### config.mk
export PLATFORM = sky130hd
export DESIGN_NAME = fxp_dot_accumulator
export DESIGN_NICKNAME = d
export VERILOG_FILES = /design/src/rtl/fxp_pkg.sv /design/src/rtl/qmult.sv /design/src/rtl/fxp_dot_accumulator.sv
export SDC_FILE = /design/constraint.sdc
export NUM_CORES = 2
export LEC_CHECK = 0
export ABC_AREA = 1
export CAP_MARGIN = 20
export CORE_MARGIN = 5
export CORE_UTILIZATION = 35
export CTS_CLUSTER_DIAMETER = 120
export DETAILED_ROUTE_END_ITERATION = 8
export PLACE_DENSITY = 0.54
export SLEW_MARGIN = 20
export SYNTH_ARGS = -nofsm -noshare
export SYNTH_HDL_FRONTEND = slang
export SYNTH_HIERARCHICAL = 1
export SYNTH_SLANG_ARGS = --single-unit
export TNS_END_PERCENT = 50
### constraint.sdc
create_clock -name clk -period 2.63 [get_ports clk]
set_input_delay 0.526 -clock clk [delete_from_list [all_inputs] [get_ports clk]]
set_output_delay 0.526 -clock clk [all_outputs]
set_load 0.01 [all_outputs]
### src/rtl/fxp_pkg.sv
// Shared fixed-point definitions for the Kalman datapath.
//  FXP_Q / FXP_N   : fractional bits and word width (two's complement)
//  FXP_LEN_W       : width of the vector-length field of the dot-product engine
//  FXP_MAX/FXP_MIN : saturation limits for an FXP_N-bit word
//  dot_state_e     : control states of the dot-product engine
package fxp_pkg;

   localparam int unsigned FXP_Q     = 18;
   localparam int unsigned FXP_N     = 32;
   localparam int unsigned FXP_LEN_W = 5;

   localparam logic [FXP_N-1:0] FXP_MAX = {1'b0, {(FXP_N-1){1'b1}}};
   localparam logic [FXP_N-1:0] FXP_MIN = {1'b1, {(FXP_N-1){1'b0}}};

   typedef enum logic [1:0] {
      StIdle,
      StAccum,
      StDrain,
      StDone
   } dot_state_e;

endpackage

### src/rtl/qmult.sv
// Combinational signed fixed-point multiplier.
//  i_multiplicand, i_multiplier : N-bit two's complement operands, Q fractional bits
//  o_result                     : product rescaled to Q, truncated toward zero
//  ovr                          : product magnitude does not fit in N bits (o_result invalid)
module qmult #(
   parameter int unsigned Q = 18,
   parameter int unsigned N = 32
) (
   input  logic [N-1:0] i_multiplicand,
   input  logic [N-1:0] i_multiplier,
   output logic [N-1:0] o_result,
   output logic         ovr
);

   logic [N-1:0]   mag_a;
   logic [N-1:0]   mag_b;
   logic [2*N-1:0] prod;
   logic [2*N-1:0] scaled;
   logic           neg;

   // Working on magnitudes makes the right shift truncate toward zero for both signs.
   always_comb begin
      mag_a  = i_multiplicand[N-1] ? (~i_multiplicand + 1'b1) : i_multiplicand;
      mag_b  = i_multiplier[N-1]   ? (~i_multiplier + 1'b1)   : i_multiplier;
      prod   = {{N{1'b0}}, mag_a} * {{N{1'b0}}, mag_b};
      scaled = prod >> Q;
      neg    = i_multiplicand[N-1] ^ i_multiplier[N-1];
      // Magnitude 2^(N-1) is flagged too; callers saturate it to the same minimum value.
      ovr      = |scaled[2*N-1:N-1];
      o_result = neg ? (~scaled[N-1:0] + 1'b1) : scaled[N-1:0];
   end

endmodule

### src/rtl/fxp_dot_accumulator.sv
// Sequential saturating fixed-point dot-product engine.
//  clk, rst_n            : clock, asynchronous active-low reset
//  i_start, i_len        : start a vector of i_len terms (sampled in idle only)
//  in_valid/in_ready     : operand pair handshake, in_a/in_b in Q format
//  out_valid/out_ready   : result handshake, o_result/o_ovr held until taken
//  o_result, o_ovr       : saturated sum and sticky overflow of the vector
//  o_busy                : engine is not idle
module fxp_dot_accumulator
   import fxp_pkg::*;
#(
   parameter int unsigned Q     = FXP_Q,
   parameter int unsigned N     = FXP_N,
   parameter int unsigned LEN_W = FXP_LEN_W
) (
   input  logic             clk,
   input  logic             rst_n,
   input  logic             i_start,
   input  logic [LEN_W-1:0] i_len,
   input  logic             in_valid,
   output logic             in_ready,
   input  logic [N-1:0]     in_a,
   input  logic [N-1:0]     in_b,
   output logic             out_valid,
   input  logic             out_ready,
   output logic [N-1:0]     o_result,
   output logic             o_ovr,
   output logic             o_busy
);

   localparam logic [N-1:0] SatMax = {1'b0, {(N-1){1'b1}}};
   localparam logic [N-1:0] SatMin = {1'b1, {(N-1){1'b0}}};

   dot_state_e       state_q, state_d;
   logic [LEN_W-1:0] len_q, len_d;
   logic [LEN_W-1:0] cnt_q, cnt_d;
   logic [N-1:0]     acc_q, acc_d;
   logic             ovr_q, ovr_d;
   logic [N-1:0]     p_q, p_d;
   logic             p_valid_q, p_valid_d;
   logic             p_ovr_q, p_ovr_d;
   logic             p_last_q, p_last_d;

   logic [N-1:0]     mult_res;
   logic             mult_ovr;
   logic [N-1:0]     p_sat;
   logic [N:0]       sum;
   logic             sum_ovf;
   logic [N-1:0]     sum_sat;
   logic             beat;
   logic             last_beat;

   qmult #(
      .Q(Q),
      .N(N)
   ) u_qmult (
      .i_multiplicand(in_a),
      .i_multiplier  (in_b),
      .o_result      (mult_res),
      .ovr           (mult_ovr)
   );

   assign in_ready  = (state_q == StAccum) && (cnt_q < len_q);
   assign beat      = in_valid && in_ready;
   assign last_beat = beat && (cnt_q == len_q - LEN_W'(1));

   always_comb begin
      // Saturated product: sign follows the operand signs, not the wrapped qmult output.
      p_sat   = mult_ovr ? ((in_a[N-1] ^ in_b[N-1]) ? SatMin : SatMax) : mult_res;
      // One extra bit catches both overflow directions of the signed add.
      sum     = {acc_q[N-1], acc_q} + {p_q[N-1], p_q};
      sum_ovf = sum[N] ^ sum[N-1];
      sum_sat = sum_ovf ? (sum[N] ? SatMin : SatMax) : sum[N-1:0];
   end

   always_comb begin
      state_d   = state_q;
      len_d     = len_q;
      cnt_d     = cnt_q;
      acc_d     = acc_q;
      ovr_d     = ovr_q;
      p_d       = p_q;
      p_valid_d = 1'b0;
      p_ovr_d   = 1'b0;
      p_last_d  = 1'b0;

      if (p_valid_q) begin
         acc_d = sum_sat;
         ovr_d = ovr_q | p_ovr_q | sum_ovf;
      end

      unique case (state_q)
         StIdle: begin
            if (i_start) begin
               len_d   = i_len;
               cnt_d   = '0;
               acc_d   = '0;
               ovr_d   = 1'b0;
               state_d = (i_len == '0) ? StDone : StAccum;
            end
         end
         StAccum: begin
            if (beat) begin
               p_d       = p_sat;
               p_valid_d = 1'b1;
               p_ovr_d   = mult_ovr;
               p_last_d  = last_beat;
               cnt_d     = cnt_q + LEN_W'(1);
               if (last_beat) state_d = StDrain;
            end
         end
         StDrain: begin
            // The last product is folded into acc on this edge.
            if (p_valid_q && p_last_q) state_d = StDone;
         end
         StDone: begin
            if (out_ready) state_d = StIdle;
         end
         default: state_d = StIdle;
      endcase
   end

   always_ff @(posedge clk or negedge rst_n) begin
      if (!rst_n) begin
         state_q   <= StIdle;
         len_q     <= '0;
         cnt_q     <= '0;
         acc_q     <= '0;
         ovr_q     <= 1'b0;
         p_q       <= '0;
         p_valid_q <= 1'b0;
         p_ovr_q   <= 1'b0;
         p_last_q  <= 1'b0;
      end else begin
         state_q   <= state_d;
         len_q     <= len_d;
         cnt_q     <= cnt_d;
         acc_q     <= acc_d;
         ovr_q     <= ovr_d;
         p_q       <= p_d;
         p_valid_q <= p_valid_d;
         p_ovr_q   <= p_ovr_d;
         p_last_q  <= p_last_d;
      end
   end

   assign out_valid = (state_q == StDone);
   assign o_busy    = (state_q != StIdle);
   assign o_result  = acc_q;
   assign o_ovr     = ovr_q;

endmodule

==> flow_summary.ini <==
[outcome]
status = complete, but fails checks
violations = setup timing

[timing]
worstMarginPinSlew_ps = 486.1
fin_ws_ps = -6515
setup_violations = 33
slew_headroom = 0.6760
fin_skew_ps = 14.33
min_period_over_period = 3.477
rsz0062_at_grt = yes
finalHoldViolCount = 0
timing.fmax_ghz = 0.1094
finalSetupTns_ps = -213910
fin_crit_ps = 9145
drv_slew = 0

[final_layout]
final_common_cell = inv_1
instances_no_fill = 8070
fin_nets = 7729
utilization = 0.4574
layout-drive-gt1-share = 0.2246
area_delta_synth_final_pct = 30.00
final_cell_mix = inv_1 (1320), nand2_1 (1152), fa_1 (867)

[route]
avgViaCountPerCell = 4.796
antenna_left = 0
wire_per_inst_um = 18.74
drc_errors = 0
vias = 38710
drt_pass1_iterations = 5
routed_wl_um = 151200
drtIter0Drc = 2555

[clocking]
clockBufferDepth = 2
cts_hold_buf = 0
clk_pin_slew_ps = 70
root_buffer = clkbuf_16
cts_buffers = 9
clk_latency_ps = 360
numClockSinks = 80
cts_tree = done
htree_levels = 3

[grt]
antenna_found_initial = 1
grt_pass1_wl_um = 237200
grt_pass1_vias = 41050
track_usage = 0.2411
overflow = 0
grt_max_degree = 64

[yosys]
synth_ff_type = dfrtp_1
ys_types = 58
ys_seq_area_frac = 0.04755
synth_nets = 6908
synthCells = 5631
synth_edf_count = 0
synth_warnings = 6
synth-seq-cells = 80
synth.avg_cell_area_um2 = 7.476
synth_area_um2 = 42100
async_reset_ff_frac = 1.000

[floorplanning]
io_pins = 110
initial_utilization = 0.3518
die_h_um = 356.8
dieArea_um2 = 127300
row_count = 127
coreArea_um2 = 119700
die_w_um = 356.8

[worst_setup_path]
cp_slowest_stage_delay_ps = 550
start_kind = primary input
crit_type = in -> reg
crit_top_cell = fa_1
worstRegToRegCells = 16
r2r_start = o_result[0]$_DFF_PN0_
cp.arrival_ps = 9380
crit_path_end = p_q[23]$_DFFE_PN0P_
startpoint = in_b[8]
reg2reg_to = o_result[0]$_DFF_PN0_
crit_required_ps = 2860
crit_slowest_cell = fa_1
crit_fanout = 8
ff2ff_setup_slack_ps = 100
end_kind = flop

[hold_path]
hold_path_class = in -> async

[placed_design]
dp_hpwl_um = 133600
port_buffers = 109
place_inst = 7980
place.gp.congestion = 0.9163

[job]
maxCapViolCount = 0
kinds of logic (layout without fill, tap and decap cells):
| logic type | after synthesis | in the layout | synth area share |
|---|---|---|---|
| flip-flops | 80 | 80 | 0.04755 |
| AND/OR/NAND/NOR | 2324 | 2324 | 0.2242 |
| adder cells (fa/ha/maj) | 1203 | 1203 | 0.5173 |
| other | 0 | 1 | 0 |
| buffers and inverters | 1581 | 2407 | 0.1438 |
| AO/OA/AOI/OAI | 350 | 350 | 0.04740 |
| XOR/XNOR | 93 | 93 | 0.01970 |
cell type report:
cell class,count,area (um2)
clock buffer,11,242.7
inverter,1394,5328
tap,1612,2017
antenna,1,2.502
clock inverter,5,40.04
sequential,80,2002
timing repair buffer,997,8813
multi-input combinational,3970,36280
fill,12060,64930
flip-flops by register name, indices dropped and copies added, names as in the netlist:
name	flops
len_q	5
o_ovr	1
p_last_q	1
o_result	32
cnt_q	5
p_ovr_q	1
p_valid_q	1
state_q	2
p_q	32
routing by layer:
layer  track usage  part of all wire  routed length, um
met1        0.3373              0.44              67240
met2        0.4008              0.46              69850
met3       0.02320             0.058               8733
met4       0.06703             0.036               5394
met5             0                 0                  0
per-stage QoR:
stage | instance area, um2 | setup WS (ps) | hold WS [ps]
after CTS | 53470 | -6556 | 139.5
after global placement | 52020 | -7548 | 473.4
after global routing | 54730 | -6915 | 164.8
after detailed placement | 52020 | -7565 | 488.3
after floorplan | 43030 | -5839 | 230.4
final | 54730 | -6515 | 126.5
synthesized netlist by cell type (6+ instances only):
library cell	n	area share
fa_1	896	0.43
o211ai_1	17	0.0030
nand3_1	105	0.012
nor4_1	21	0.0031
inv_2	15	0.0013
o21ai_0	92	0.011
clkinv_1	19	0.0017
buf_6	7	0.0019
buf_2	39	0.0046
nand2_2	20	0.0030
nand2_1	1260	0.11
dfrtp_1	80	0.048
a21oi_1	139	0.017
clkbuf_1	133	0.012
o21ai_1	10	0.0012
a21o_1	6	0.0011
nand4_1	44	0.0065
xnor2_1	40	0.0083
inv_1	1358	0.12
nor2_1	756	0.067
nor3_1	25	0.0030
ha_1	307	0.091
a31oi_1	42	0.0062
nand3b_1	16	0.0029
nor2_2	26	0.0039
xor2_1	51	0.011
o21a_1	8	0.0014
o21bai_1	16	0.0029
or2_2	25	0.0037
what timing repair did:
| item | CTS | global route |
|---|---|---|
| resized for setup | 222 | 259 |
| buffers inserted | 41 | 29 |
| setup endpoints to repair | 34 | 58 |
| pin swaps | 89 | 145 |
| hold endpoints to repair | 0 | 0 |
| gates cloned | 3 | 3 |
worst max-delay path: cells and delay by family:
kind / cells / cell delay, ps
adder cells (fa/ha/maj): 9 / 4040
AO/OA/AOI/OAI: 6 / 1030
buffers and inverters: 12 / 1720
XOR/XNOR: 1 / 230
AND/OR/NAND/NOR: 17 / 1800
worst min-delay path by stage:
stage | start | slack (ps) | endpoint | cells after the start
final | rst_n | 130 | p_last_q$_DFF_PN0_ | 1
after floorplan | rst_n | 230 | cnt_q[0]$_DFFE_PN0P_ | 0
after global routing | rst_n | 160 | state_q[1]$_DFFE_PN0P_ | 1
after global placement | len_q[4]$_DFFE_PN0P_ | 470 | len_q[4]$_DFFE_PN0P_ | 2
after detailed placement | len_q[4]$_DFFE_PN0P_ | 490 | len_q[4]$_DFFE_PN0P_ | 2
after CTS | rst_n | 140 | state_q[1]$_DFFE_PN0P_ | 1
Power is left out: the tool's default activity adds up to more than one toggle a clock period on the data nets, which glitch-free logic cannot reach.
